## src/rtl/count_sequencer.sv

```systemverilog
// Run controller for the up/down counter: button conditioning, prescaled tick and load/run/pause/done FSM.
// Define AUTO_RELOAD_EN to restart a run automatically one cycle after reaching DONE.
module count_sequencer_btn (
  input  logic clk_50M,
  input  logic rst,
  input  logic i_btn,
  output logic o_event
);
  logic       r_s1, r_s2, r_d, r_armed;
  logic [1:0] r_warm;

  // r_armed requires a low level after the synchronizer is primed, so a button
  // held through reset does not count as a fresh press.
  always_ff @(posedge clk_50M or posedge rst) begin
    if (rst) begin
      r_s1    <= 1'b0;
      r_s2    <= 1'b0;
      r_d     <= 1'b0;
      r_warm  <= 2'b00;
      r_armed <= 1'b0;
    end else begin
      r_s1   <= i_btn;
      r_s2   <= r_s1;
      r_d    <= r_s2;
      r_warm <= {r_warm[0], 1'b1};
      if (r_warm[1] && !r_s2) r_armed <= 1'b1;
    end
  end

  assign o_event = r_s2 & ~r_d & r_armed;
endmodule

module count_sequencer #(
  parameter int TICK_DIV = 50_000_000,
  parameter int WIDTH    = 8
) (
  input  logic             clk_50M,
  input  logic             rst,
  input  logic             start_btn,
  input  logic             stop_btn,
  input  logic             mode,
  input  logic [WIDTH-1:0] limit,
  input  logic [WIDTH-1:0] count_in,
  output logic             cnt_load,
  output logic             cnt_enable,
  output logic             cnt_updn,
  output logic             busy,
  output logic             done,
  output logic [2:0]       state
);
`ifdef AUTO_RELOAD_EN
  localparam bit AUTO = 1'b1;
`else
  localparam bit AUTO = 1'b0;
`endif
  localparam int PW = (TICK_DIV > 1) ? $clog2(TICK_DIV) : 1;
  localparam logic [PW-1:0] TERM = PW'(TICK_DIV - 1);

  typedef enum logic [2:0] {
    S_IDLE  = 3'd0,
    S_LOAD  = 3'd1,
    S_RUN   = 3'd2,
    S_PAUSE = 3'd3,
    S_DONE  = 3'd4
  } state_t;

  state_t           r_state, w_next;
  logic [PW-1:0]    r_pre, w_pre_next;
  logic             r_mode, r_first;
  logic [WIDTH-1:0] r_limit;
  logic             w_start, w_stop;

  count_sequencer_btn u_start (.clk_50M(clk_50M), .rst(rst), .i_btn(start_btn), .o_event(w_start));
  count_sequencer_btn u_stop  (.clk_50M(clk_50M), .rst(rst), .i_btn(stop_btn),  .o_event(w_stop));

  // Stop has priority over start in every state.
  always_comb begin
    w_next     = r_state;
    w_pre_next = r_pre;
    case (r_state)
      S_IDLE:  if (!w_stop && w_start) w_next = S_LOAD;
      S_LOAD: begin
        w_next     = S_RUN;
        w_pre_next = '0;
      end
      S_RUN: begin
        w_pre_next = (r_pre == TERM) ? '0 : r_pre + 1'b1;
        if (w_stop)                                w_next = S_PAUSE;
        else if (!r_first && count_in == r_limit) w_next = S_DONE;
      end
      S_PAUSE: begin
        if (w_stop)       w_next = S_IDLE;
        else if (w_start) w_next = S_RUN;
      end
      S_DONE: begin
        if (w_stop)                w_next = S_IDLE;
        else if (AUTO || w_start)  w_next = S_LOAD;
      end
      default: w_next = S_IDLE;
    endcase
  end

  // Outputs are registered from the next state so they are valid for the whole state.
  always_ff @(posedge clk_50M or posedge rst) begin
    if (rst) begin
      r_state    <= S_IDLE;
      r_pre      <= '0;
      r_mode     <= 1'b0;
      r_limit    <= '0;
      r_first    <= 1'b0;
      cnt_load   <= 1'b0;
      cnt_enable <= 1'b0;
      cnt_updn   <= 1'b0;
      busy       <= 1'b0;
      done       <= 1'b0;
    end else begin
      r_state <= w_next;
      r_pre   <= w_pre_next;
      r_first <= (r_state == S_LOAD);
      if (w_next == S_LOAD && !(AUTO && r_state == S_DONE)) begin
        r_mode  <= mode;
        r_limit <= limit;
      end
      cnt_load   <= (w_next == S_LOAD);
      cnt_enable <= (w_next == S_LOAD) || (w_next == S_RUN && w_pre_next == TERM);
      cnt_updn   <= (w_next == S_RUN || w_next == S_PAUSE) ? r_mode : 1'b0;
      busy       <= (w_next == S_LOAD || w_next == S_RUN || w_next == S_PAUSE);
      done       <= (w_next == S_DONE);
    end
  end

  assign state = r_state;
endmodule

```

## config.mk

```make
export PLATFORM = sky130hd
export DESIGN_NAME = count_sequencer
export DESIGN_NICKNAME = d
export VERILOG_FILES = /design/src/rtl/count_sequencer.sv
export SDC_FILE = /design/constraint.sdc
export NUM_CORES = 1
export LEC_CHECK = 0
export ABC_AREA = 0
export ABC_CLOCK_PERIOD_IN_PS = 2400
export CAP_MARGIN = 30
export CORE_AREA = 8 8 83 85
export CTS_CLUSTER_DIAMETER = 30
export DETAILED_ROUTE_END_ITERATION = 10
export DIE_AREA = 0 0 91 93
export PLACE_DENSITY = 0.83
export SLEW_MARGIN = 0
export SYNTH_ARGS = -nofsm -noshare
export SYNTH_HDL_FRONTEND = slang
export SYNTH_SLANG_ARGS = --single-unit
```

## constraint.sdc

```tcl
create_clock -name clk_50M -period 2.4 [get_ports clk_50M]
set_input_delay 0.36 -clock clk_50M [delete_from_list [all_inputs] [get_ports clk_50M]]
set_output_delay 0.36 -clock clk_50M [all_outputs]
set_load 0.005 [all_outputs]
```

==> results.json <==
{
  "drv_cap": 0,
  "die_w_um": 91,
  "fin_nets": 346,
  "layout_commonest_cell": "dfrtp_1",
  "antenna_found_initial": 0,
  "place.gp.congestion": 0.920,
  "cp_max_fo": 7,
  "track_usage": 0.164,
  "cts_max_level": 2,
  "netlist.area_leader.share": 0.476,
  "clkLatencyLatePin_ps": 310,
  "status": "complete, no violations",
  "fin_hold_ws_ps": 338,
  "die_area_um2": 8460,
  "start_util": 0.500,
  "ir_worst_vdd_uv": 537,
  "setup_viol": 0,
  "max_freq_mhz": 444,
  "place_area_um2": 3320,
  "maxSlewViolCount": 0,
  "syn2layout_area_growth_pct": 21.6,
  "ys_warn_count": 0,
  "combinationalPowerShare": 0.411,
  "drc": 0,
  "crit_required_ps": 2640,
  "slowest_delay_ps": 470,
  "first_pass_iters": 4,
  "finalCritPeriodShare": 0.939,
  "num_vias": 2330,
  "min_path_type": "in2async",
  "tritoncts": "done",
  "synth-xor-area-share": 0.0586,
  "dp_hpwl_mm": 5.09,
  "clkPwrFrac": 0.178,
  "tns_ps": 0,
  "critPathKind": "reg2reg",
  "largest_reg_flops": 26,
  "clockRootBuffer": "clkbuf_8",
  "synth_compound_area_frac": 0.132,
  "clk_path_buf_depth": 2,
  "cts.sinks": 54,
  "synthCells": 278,
  "synth.largest_area_cell": "dfrtp_1",
  "synth_edf_count": 0,
  "worst_pin_slew_ps": 502,
  "synth-adder-area-share": 0.00441,
  "crit_chain": "nor4b_1, and4_4, a21oi_2, buf_4, a31o_1, a2111oi_2, nand4_1, o21bai_1",
  "hold_viol_final": 0,
  "drive_above_1_share": 0.197,
  "largest_register": "r_pre",
  "skew_ps": 7.49,
  "die_h_um": 93,
  "muxShareOfSynthArea": 0.0357,
  "p_per_area_nw_per_um2": 843,
  "power.switching_mw": 1.08,
  "netSwitchingFraction": 0.370,
  "cts_buffers": 5,
  "async_flop_share": 1.00,
  "synthTopCellsByArea": "dfrtp_1 (48%), mux2_2 (3.6%), nor2_1 (3.2%)",
  "syn-num-nets": 300,
  "first_iter_violations": 154,
  "fin_area_um2": 3450,
  "seqPwrFrac": 0.410,
  "synth_cell_types": 67,
  "p_int_mw": 1.84,
  "instances_no_fill": 400,
  "syn_avg_cell_area_um2": 10.2,
  "syn-cell-area_um2": 2840,
  "arrival_ps": 2500,
  "synth-simple-area-share": 0.251,
  "detail-route-antenna-nets": 0,
  "clk_pin_slew_ps": 100,
  "synth_top_family_by_area": "simple AND/OR/NAND/NOR gates",
  "synth_ff_type": "dfrtp_1",
  "placedCellCount": 390,
  "endpoint_kind": "flip-flop",
  "synth-seq-cells": 54,
  "cpMaxStageDelayCell": "dfrtp_1",
  "grt_max_degree": 21,
  "core_um2": 5680,
  "drt-wirelength-per-cell_um": 16.9,
  "grt_overflow": 0,
  "final_cell_mix": "dfrtp_1 (53), clkdlybuf4s50_1 (28), buf_4 (26)",
  "period_minus_slack_ps": 2250,
  "relSlewSlack": 0.665,
  "grt_pass1_vias": 2385,
  "grt_pass1_wl_mm": 11.4,
  "synth.yosys.seq_area_share": 0.476,
  "cellLeakagePower_nw": 1.50,
  "row_count": 28,
  "num_antenna_cells": 0,
  "startpoint_type": "flip-flop",
  "io_buffers": 28,
  "wl_mm": 6.78,
  "io_pins": 29,
  "routed_via_density": 5.83
}
==> per-stage QoR <==
| step | total power, mW | setup WS, ps | util |
|---|---|---|---|
| global placement | 2.34 | 199 | 0.585 |
| finish | 2.91 | 145 | 0.609 |
| CTS | 2.89 | 108 | 0.601 |
| floorplan | 1.92 | 317 | - |
| detailed placement | 2.38 | 149 | 0.585 |
| global route | 3.10 | -7.44 | 0.609 |
==> metal layers <==
| metal | vias to the layer above | routed length [µm] | GRT usage |
|---|---|---|---|
| met5 | - | 0 | 0 |
| met4 | 0 | 123 | 0.0532 |
| met3 | 15 | 496 | 0.0401 |
| met2 | 85 | 3260 | 0.269 |
| met1 | 1132 | 2900 | 0.208 |
| li1 | 1098 | - | - |
==> kinds of logic (layout without fill, tap and decap cells) <==
logic type               count (synthesis)  after routing
AO/OA/AOI/OAI                           49             49
other                                    1              1
multiplexers                             9              9
AND/OR/NAND/NOR                        120            120
flip-flops                              54             54
XOR/XNOR                                19             19
buffers and inverters                   25             72
adder cells (fa/ha/maj)                  1              1
==> worst max-delay path: cells and delay by family, from the launching register on <==
kind                   cells  cell delay [ps]
AND/OR/NAND/NOR            3              760
buffers and inverters      1              170
AO/OA/AOI/OAI              4              780
flip-flops                 1              470
==> synthesized netlist by cell type, drive strengths merged (2+ instances only) <==
master / n
dfrtp: 54
nor2: 24
nand2: 21
o21ai: 13
nand4: 12
nor3: 12
inv: 10
nand3: 10
xnor2: 10
buf: 9
mux2: 9
xor2: 9
nor4: 8
a21oi: 6
clkbuf: 6
and3: 5
a21o: 4
nand4b: 4
and2: 3
nand2b: 3
nor3b: 3
o211ai: 3
a2111oi: 2
a211o: 2
a31o: 2
and3b: 2
and4: 2
nor4b: 2
o211a: 2
or2: 2
or3b: 2
==> worst paths after layout <==
path	end	slack, ps	from	depth (start not counted)
setup reg to reg	cnt_enable$_DFF_PP0_	150	r_pre[18]$_DFF_PP0_	8
hold reg to reg	u_start.r_warm[1]$_DFF_PP0_	360	u_stop.r_warm[0]$_DFF_PP0_	0
hold / removal	r_limit[7]$_DFFE_PP0P_	340	rst	2
min in group clk_50M	u_start.r_warm[1]$_DFF_PP0_	360	u_stop.r_warm[0]$_DFF_PP0_	0
max in group asynchronous	r_pre[0]$_DFF_PP0_	1460	rst	3
setup / recovery	cnt_enable$_DFF_PP0_	150	r_pre[18]$_DFF_PP0_	8
==> power by group through the flow <==
stage	sequential (mW)	combinational (mW)	clock [mW]
6_report	1.20	1.20	0.520
5_1_grt	1.22	1.32	0.559
4_1_cts	1.19	1.18	0.527
3_5_place_dp	1.21	1.17	0
3_3_place_gp	1.19	1.15	0
2_1_floorplan	1.17	0.752	0
==> area by class of cell <==
cell class                 instances  area [µm²]
fill                             506        2220
multi-input combinational        199        1410
sequential                        54        1350
timing repair buffer              54         475
tap                               75        93.8
clock buffer                       6        72.6
inverter                          10        37.5
clock inverter                     2        17.5
==> timing repair <==
item                       4_1_cts  5_1_grt
resized for setup                0        7
hold buffers                     0        0
setup endpoints to repair        0        1
setup buffers                    0        2
No activity file was read; power rests on OpenSTA's default activity.
